[src/rtl/muldiv_pkg.sv]
// muldiv_pkg: shared types and op-class helpers for the M-extension unit.
// Optional feature macro: MULDIV_FAST_MUL_EN (single-cycle native multiply).
package muldiv_pkg;

  typedef enum logic [2:0] {
    MUL    = 3'b000,
    MULH   = 3'b001,
    MULHSU = 3'b010,
    MULHU  = 3'b011,
    DIV    = 3'b100,
    DIVU   = 3'b101,
    REM    = 3'b110,
    REMU   = 3'b111
  } muldiv_op_t;

  typedef enum logic [1:0] {
    IDLE,
    RUN,
    FIN,
    DONE
  } muldiv_state_t;

  function automatic logic is_div(muldiv_op_t op);
    return op[2];
  endfunction

  function automatic logic is_high(muldiv_op_t op);
    return op[1:0] != 2'b00;
  endfunction

  function automatic logic is_rem(muldiv_op_t op);
    return op[1];
  endfunction

  function automatic logic signed_op1(muldiv_op_t op);
    return (op == MULH) | (op == MULHSU) |
           (op == DIV) | (op == REM);
  endfunction

  function automatic logic signed_op2(muldiv_op_t op);
    return (op == MULH) | (op == DIV) | (op == REM);
  endfunction

endpackage

[src/rtl/muldiv_if.sv]
// muldiv_if: E-stage request/response bundle for the mul/div unit.
// Optional feature macro: MULDIV_FAST_MUL_EN (no effect on this bundle).
interface muldiv_if #(
  parameter int WIDTH = 32
);
  import muldiv_pkg::*;

  logic             StartE;
  muldiv_op_t       MulDivOpE;
  logic [WIDTH-1:0] Op1E;
  logic [WIDTH-1:0] Op2E;
  logic             FlushE;
  logic             BusyE;
  logic             DoneE;
  logic [WIDTH-1:0] MulDivResultE;

  modport master (
    output StartE, MulDivOpE, Op1E, Op2E, FlushE,
    input  BusyE, DoneE, MulDivResultE
  );

  modport slave (
    input  StartE, MulDivOpE, Op1E, Op2E, FlushE,
    output BusyE, DoneE, MulDivResultE
  );

endinterface

[src/rtl/muldiv_step.sv]
// muldiv_step: one shift-add multiply or restoring divide iteration.
// Optional feature macro: MULDIV_FAST_MUL_EN (no effect on this block).
module muldiv_step #(
  parameter int WIDTH = 32
) (
  input  logic [2*WIDTH-1:0] acc,
  input  logic [WIDTH-1:0]   operand,
  input  logic               div_mode,
  output logic [2*WIDTH-1:0] acc_nxt,
  output logic               q_bit
);

  logic [WIDTH:0] sum;
  logic [WIDTH:0] rem_sh;
  logic [WIDTH:0] diff;

  // Multiply adds into the high half then shifts right; divide shifts
  // left and subtracts, leaving bit 0 free for the quotient bit.
  always_comb begin
    sum    = {1'b0, acc[2*WIDTH-1:WIDTH]}
           + {1'b0, operand & {WIDTH{acc[0]}}};
    rem_sh = {acc[2*WIDTH-1:WIDTH], acc[WIDTH-1]};
    diff   = rem_sh - {1'b0, operand};
    q_bit  = 1'b0;
    acc_nxt = {sum, acc[WIDTH-1:1]};
    if (div_mode) begin
      q_bit   = ~diff[WIDTH];
      acc_nxt = {q_bit ? diff[WIDTH-1:0] : rem_sh[WIDTH-1:0],
                 acc[WIDTH-2:0], 1'b0};
    end
  end

endmodule

[src/rtl/muldiv_unit.sv]
// muldiv_unit: iterative RV32M multiply/divide with pipeline stall.
// Optional feature macro: MULDIV_FAST_MUL_EN (native multiply, skips RUN).
module muldiv_unit
  import muldiv_pkg::*;
#(
  parameter int WIDTH = 32
) (
  input logic     clk,
  input logic     reset,
  muldiv_if.slave bus
);

  localparam int CW = $clog2(WIDTH);
  localparam int W2 = 2 * WIDTH;

  muldiv_state_t state_q, state_d;
  muldiv_op_t    op_q;
  logic          s1_q, s2_q, zero_q;
  logic [WIDTH-1:0] b_q, raw1_q, result_q;
  logic [W2-1:0]    acc_q;
  logic [CW-1:0]    cnt_q;

  logic             start, last, fast;
  logic             sg1, sg2;
  logic [WIDTH-1:0] mag1, mag2;
  logic [W2-1:0]    step_acc;
  logic             step_q;
  logic [W2-1:0]    prod;
  logic [WIDTH-1:0] quo, rem, fin_res;

  assign start = bus.StartE & ~bus.FlushE &
                 ((state_q == IDLE) | (state_q == DONE));
  assign last  = cnt_q == CW'(WIDTH - 1);
  assign sg1   = signed_op1(bus.MulDivOpE) & bus.Op1E[WIDTH-1];
  assign sg2   = signed_op2(bus.MulDivOpE) & bus.Op2E[WIDTH-1];
  assign mag1  = sg1 ? -bus.Op1E : bus.Op1E;
  assign mag2  = sg2 ? -bus.Op2E : bus.Op2E;

`ifdef MULDIV_FAST_MUL_EN
  assign fast = ~is_div(bus.MulDivOpE);
`else
  assign fast = 1'b0;
`endif

  muldiv_step #(.WIDTH(WIDTH)) u_step (
    .acc      (acc_q),
    .operand  (b_q),
    .div_mode (is_div(op_q)),
    .acc_nxt  (step_acc),
    .q_bit    (step_q)
  );

  // State register.
  always_ff @(posedge clk) begin
    if (reset) state_q <= IDLE;
    else       state_q <= state_d;
  end

  // Next-state: flush overrides everything, including a new start.
  always_comb begin
    state_d = state_q;
    case (state_q)
      IDLE, DONE: state_d = start ? (fast ? FIN : RUN) : IDLE;
      RUN:        if (last) state_d = FIN;
      FIN:        state_d = DONE;
      default:    state_d = IDLE;
    endcase
    if (bus.FlushE) state_d = IDLE;
  end

  assign bus.BusyE = (state_q == RUN) | (state_q == FIN) | start;
  assign bus.DoneE = (state_q == DONE) & ~bus.FlushE;
  assign bus.MulDivResultE = result_q;

  // Sign fixup and result-half selection for the FIN cycle.
  always_comb begin
    prod = (s1_q ^ s2_q) ? -acc_q : acc_q;
    quo  = (s1_q ^ s2_q) ? -acc_q[WIDTH-1:0] : acc_q[WIDTH-1:0];
    rem  = s1_q ? -acc_q[W2-1:WIDTH] : acc_q[W2-1:WIDTH];
    if (zero_q) begin
      quo = '1;
      rem = raw1_q;
    end
    fin_res = is_high(op_q) ? prod[W2-1:WIDTH] : prod[WIDTH-1:0];
    if (is_div(op_q)) fin_res = is_rem(op_q) ? rem : quo;
  end

  // Operand capture, iteration and result register.
  always_ff @(posedge clk) begin
    if (reset) begin
      op_q     <= MUL;
      s1_q     <= 1'b0;
      s2_q     <= 1'b0;
      zero_q   <= 1'b0;
      b_q      <= '0;
      raw1_q   <= '0;
      acc_q    <= '0;
      cnt_q    <= '0;
      result_q <= '0;
    end else if (start) begin
      op_q   <= bus.MulDivOpE;
      s1_q   <= sg1;
      s2_q   <= sg2;
      zero_q <= bus.Op2E == '0;
      b_q    <= mag2;
      raw1_q <= bus.Op1E;
      cnt_q  <= '0;
      acc_q  <= {{WIDTH{1'b0}}, mag1};
`ifdef MULDIV_FAST_MUL_EN
      if (fast) acc_q <= W2'(mag1) * W2'(mag2);
`endif
    end else if (state_q == RUN) begin
      acc_q <= step_acc | W2'(step_q);
      cnt_q <= cnt_q + CW'(1);
    end else if ((state_q == FIN) && !bus.FlushE) begin
      result_q <= fin_res;
    end
  end

endmodule

[src/flat_wrapper.sv]
// flat-port wrapper written by rule: the top's interface ports become plain ports
module muldiv_unit_flat import muldiv_pkg::*;
#(
  parameter int WIDTH = 32
)
  (clk, reset, bus_StartE, bus_MulDivOpE, bus_Op1E, bus_Op2E, bus_FlushE, bus_BusyE, bus_DoneE, bus_MulDivResultE);
  muldiv_if #(.WIDTH(WIDTH)) bus_i ();
  input logic clk;
  input logic reset;
  input wire logic [$bits(bus_i.StartE)-1:0] bus_StartE;
  input wire logic [$bits(bus_i.MulDivOpE)-1:0] bus_MulDivOpE;
  input wire logic [$bits(bus_i.Op1E)-1:0] bus_Op1E;
  input wire logic [$bits(bus_i.Op2E)-1:0] bus_Op2E;
  input wire logic [$bits(bus_i.FlushE)-1:0] bus_FlushE;
  output wire logic [$bits(bus_i.BusyE)-1:0] bus_BusyE;
  output wire logic [$bits(bus_i.DoneE)-1:0] bus_DoneE;
  output wire logic [$bits(bus_i.MulDivResultE)-1:0] bus_MulDivResultE;
  assign bus_i.StartE = bus_StartE;
  assign bus_i.MulDivOpE = bus_MulDivOpE;
  assign bus_i.Op1E = bus_Op1E;
  assign bus_i.Op2E = bus_Op2E;
  assign bus_i.FlushE = bus_FlushE;
  assign bus_BusyE = bus_i.BusyE;
  assign bus_DoneE = bus_i.DoneE;
  assign bus_MulDivResultE = bus_i.MulDivResultE;
  muldiv_unit #(.WIDTH(WIDTH)) u_core (.clk(clk), .reset(reset), .bus(bus_i));
endmodule
[config.mk]
export PLATFORM = sky130hd
export DESIGN_NAME = muldiv_unit_flat
export DESIGN_NICKNAME = d
export VERILOG_FILES = /design/src/rtl/muldiv_pkg.sv /design/src/rtl/muldiv_if.sv /design/src/rtl/muldiv_step.sv /design/src/rtl/muldiv_unit.sv /design/src/flat_wrapper.sv
export SDC_FILE = /design/constraint.sdc
export NUM_CORES = 1
export LEC_CHECK = 0
export ABC_AREA = 1
export CAP_MARGIN = 15
export CORE_MARGIN = 2
export CORE_UTILIZATION = 45
export CTS_CLUSTER_SIZE = 20
export DETAILED_ROUTE_END_ITERATION = 6
export PLACE_DENSITY = 0.63
export SYNTH_ARGS = -nofsm -noshare
export SYNTH_HDL_FRONTEND = slang
export SYNTH_SLANG_ARGS = --single-unit
[constraint.sdc]
create_clock -name clk -period 2.48 [get_ports clk]
set_input_delay 0.372 -clock clk [delete_from_list [all_inputs] [get_ports clk]]
set_output_delay 0.372 -clock clk [all_outputs]
set_load 0.02 [all_outputs]
==> flow_summary.toml <==
[clock_network]
path_clk_slew_ps = 70
cts.sinks = 173
cts_tree = "built"
cts_buffers = 17
ctsHtreeMaxLevel = 4
cts_root_buf = "clkbuf_16"
cts.path.max_buffers = 2
hold_buffers = 0
clkLatencyLatePin_ps = 500

[layout]
synthToLayoutAreaGrowth_pct = 29.0
nets = 3735
nFillCells = 4049
drive_gt1_share_pct = 18.0
antenna_cells = 0
stdcell_count = 4127

[die]
start_util_pct = 45.6
die_h_um = 205
dieArea_um2 = 42000
pin_count = 105
rows = 73
fp.coreArea_um2 = 39800
die_w_um = 205

[sta]
finalMaxSlewViolations = 0
worst_slack_ps = -20.5
finalHoldViolCount = 0
worst-slew-pin-transition_ps = 738
max_freq_mhz = 400
period_share_pct = 101
timing.final.crit_period_ps = 2500
setup_violations = 2
rsz0062_at_grt = "yes"
skew_ps = 11.0
relSlewSlack_pct = 50.8

[placed_design]
dp.cells = 4082
dp_hpwl_mm = 67.8
gp_congestion = 1.04
dpl_worst_slack_ps = -229
io_buffers = 104

[global_route]
grt_pass1_wl_mm = 125
grt_max_degree = 133
track_usage_pct = 39.7
grt_pass1_vias = 21171
overflow = 0
antenna_found_initial = 3

[setup_path]
crit_path_start_kind = "flip-flop"
critPathCapture = "u_core.acc_q[58]"
cp_slowest_cell = "ha_2"
crit_chain = "buf_12 > buf_6 > nand2_1 > inv_1 > ha_2 > nand2_2 > nor2_2 > nand3_1 > nand2_2 > nand2_1 > a21oi_2 > nor2_2 > nor2_2 > buf_4 > a21oi_1"
reg2reg_from = "u_core.acc_q[0]"
r2r_slack_ps = -20
path_class = "flip-flop to flip-flop"
worst_setup_path_end_kind = "flip-flop"
cp_common_cell = "nor2_2"
slowest_delay_ps = 400
required_ps = 2860
r2r_cells = 15
crit_path_start = "u_core.acc_q[0]"
arrival_ps = 2880
reg2reg_to = "u_core.acc_q[58]"
crit_fanout = 12

[routing]
drt_wl_total_mm = 85.8
vias = 23510
routed_via_density = 5.70
drc = 29
drtAntennaViolNets = 0
firstDrtPassIters = 7
routedWlPerCell_um = 20.8
drt-initial-drc-count = 2904

[power_and_ir_drop]
power.leakage_nw = 11.9
ir_drop_v = 0.000494
power_density_nw_per_um2 = 465

[run]
maxCapViolCount = 0

[logic_synthesis]
ys_ff_latch = 173
yosysSeqAreaShare_pct = 19.1
yosysWarnings = 0
synth.cell_area_um2 = 18200
synth_top_area_share_pct = 20.0
synthCells = 3289
synth_area_leaders = "nand2_1 (20%), dfxtp_1 (19%), inv_1 (9.9%)"
syn_nets = 3435
ys_types = 55
syn_avg_cell_area_um2 = 5.52
yosysTopAreaCell = "nand2_1"

[hold_path]
hp-start = "reset"
hold_class = "input port to flip-flop"

[outcome]
outcome = "complete, but fails checks"
violations = "design-rule violations, negative setup slack"
[critical path, delay by kind of cell, from the launching register on]
family / cells / cell delay (ps)
AOI/OAI and AO/OA: 2 / 230
and+or+nand+nor: 8 / 920
adders and majority gates: 1 / 400
buffers and inverters: 4 / 480
DFF: 1 / 330
[cells in the mapped netlist, drive strengths merged]
| master | number |
|---|---|
| a211oi | 7 |
| o21bai | 9 |
| o211a | 3 |
| and2 | 5 |
| o211ai | 31 |
| a221oi | 1 |
| o311ai | 1 |
| a32oi | 1 |
| a21o | 1 |
| or2 | 6 |
| o221ai | 11 |
| xor2 | 39 |
| buf | 41 |
| o21ai | 245 |
| a21oi | 259 |
| a2111oi | 1 |
| o2111ai | 2 |
| nand2 | 987 |
| clkinv | 7 |
| inv | 499 |
| dfxtp | 173 |
| o21a | 5 |
| xnor2 | 6 |
| nand4 | 40 |
| fa | 2 |
| and3 | 1 |
| a31oi | 17 |
| o31ai | 9 |
| ha | 73 |
| nand3b | 12 |
| nor2 | 303 |
| nor3 | 48 |
| o2bb2ai | 1 |
| nor4 | 8 |
| nand3 | 325 |
| o22ai | 22 |
| clkbuf | 88 |
[metrics by stage]
stage                     setup TNS [ps]  hold slack [ps]  utilization, %  power, mW  cell area (um2)
after floorplan                        0              423               -       5.73            18200
after global placement             -1240              444            54.6       7.48            21700
after detailed placement           -4430              453            54.6       7.51            21700
after CTS                              0              409            56.1       10.3            22300
after global routing               -1320              439            58.8       11.4            23400
final                              -21.4              443            58.8       10.9            23400
[sequential cells by signal, summed over array words and instances (netlist names)]
| register | flops |
|---|---|
| u_core.acc_q | 64 |
| u_core.b_q | 32 |
| u_core.bus.MulDivResultE | 32 |
| u_core.raw1_q | 32 |
| u_core.cnt_q | 5 |
| u_core.op_q | 3 |
| u_core.state_q | 2 |
| u_core.s1_q | 1 |
| u_core.s2_q | 1 |
| u_core.zero_q | 1 |
[power by group]
| part | switching (mW) | internal (mW) | total (mW) |
|---|---|---|---|
| logic | 3.18 | 1.85 | 5.04 |
| registers | 0.169 | 2.92 | 3.09 |
| clock network | 1.33 | 1.43 | 2.76 |
[cell families after synthesis]
| logic type | count (synthesis) | share of synthesized area, % |
|---|---|---|
| AND/OR/NAND/NOR | 1735 | 40.7 |
| buffers and inverters | 635 | 13.7 |
| AO/OA/AOI/OAI | 626 | 19.1 |
| flip-flops | 173 | 19.1 |
| adder cells (fa/ha/maj) | 75 | 5.25 |
| XOR/XNOR | 45 | 2.17 |
[routing by layer]
layer  GRT usage, %  wire length (um)
met1           58.2             38800
met2           55.0             33500
met3           11.9             10800
met4           11.6              2600
met5              0                12
[layout make-up]
| type | instances | area [um2] | share of cell area [%] |
|---|---|---|---|
| tap | 525 | 657 | 2.80 |
| timing repair buffer | 410 | 3660 | 15.6 |
| clock inverter | 12 | 126 | 0.539 |
| sequential | 173 | 3500 | 14.9 |
| multi-input combinational | 2481 | 13100 | 56.1 |
| inverter | 506 | 1910 | 8.16 |
| clock buffer | 20 | 447 | 1.91 |
[timing repair]
action | 4_1_cts | 5_1_grt
buffers inserted | 0 | 10
cloned | 0 | 3
pin swaps | 0 | 35
endpoints found under the setup margin | 34 | 51
gates resized for setup | 12 | 266
[worst min path at each step]
stage / to / slack [ps] / depth (start not counted)
floorplan: u_core.raw1_q[2] / 420 / 2
global placement: u_core.raw1_q[8] / 440 / 2
detailed placement: u_core.raw1_q[19] / 450 / 2
CTS: u_core.bus.MulDivResultE[21] / 410 / 3
global route: u_core.bus.MulDivResultE[20] / 440 / 3
finish: u_core.bus.MulDivResultE[4] / 440 / 3
[placed cells by master, fill, tap and decap left out, drive strengths merged, types with 6 or more instances in the layout]
cell	instances
nand3	325
o22ai	22
nor2	303
o211ai	31
xor2	39
nor3	48
ha	73
a21oi	259
dfxtp	173
nand2	987
nand4	40
nor4	8
xnor2	6
a31oi	17
clkdlybuf4s50	102
buf	305
clkinv	8
a211oi	7
inv	506
or2	6
o21ai	245
o221ai	11
clkbuf	22
nand3b	12
o31ai	9
o21bai	9
(Power assumes the default switching activity.)
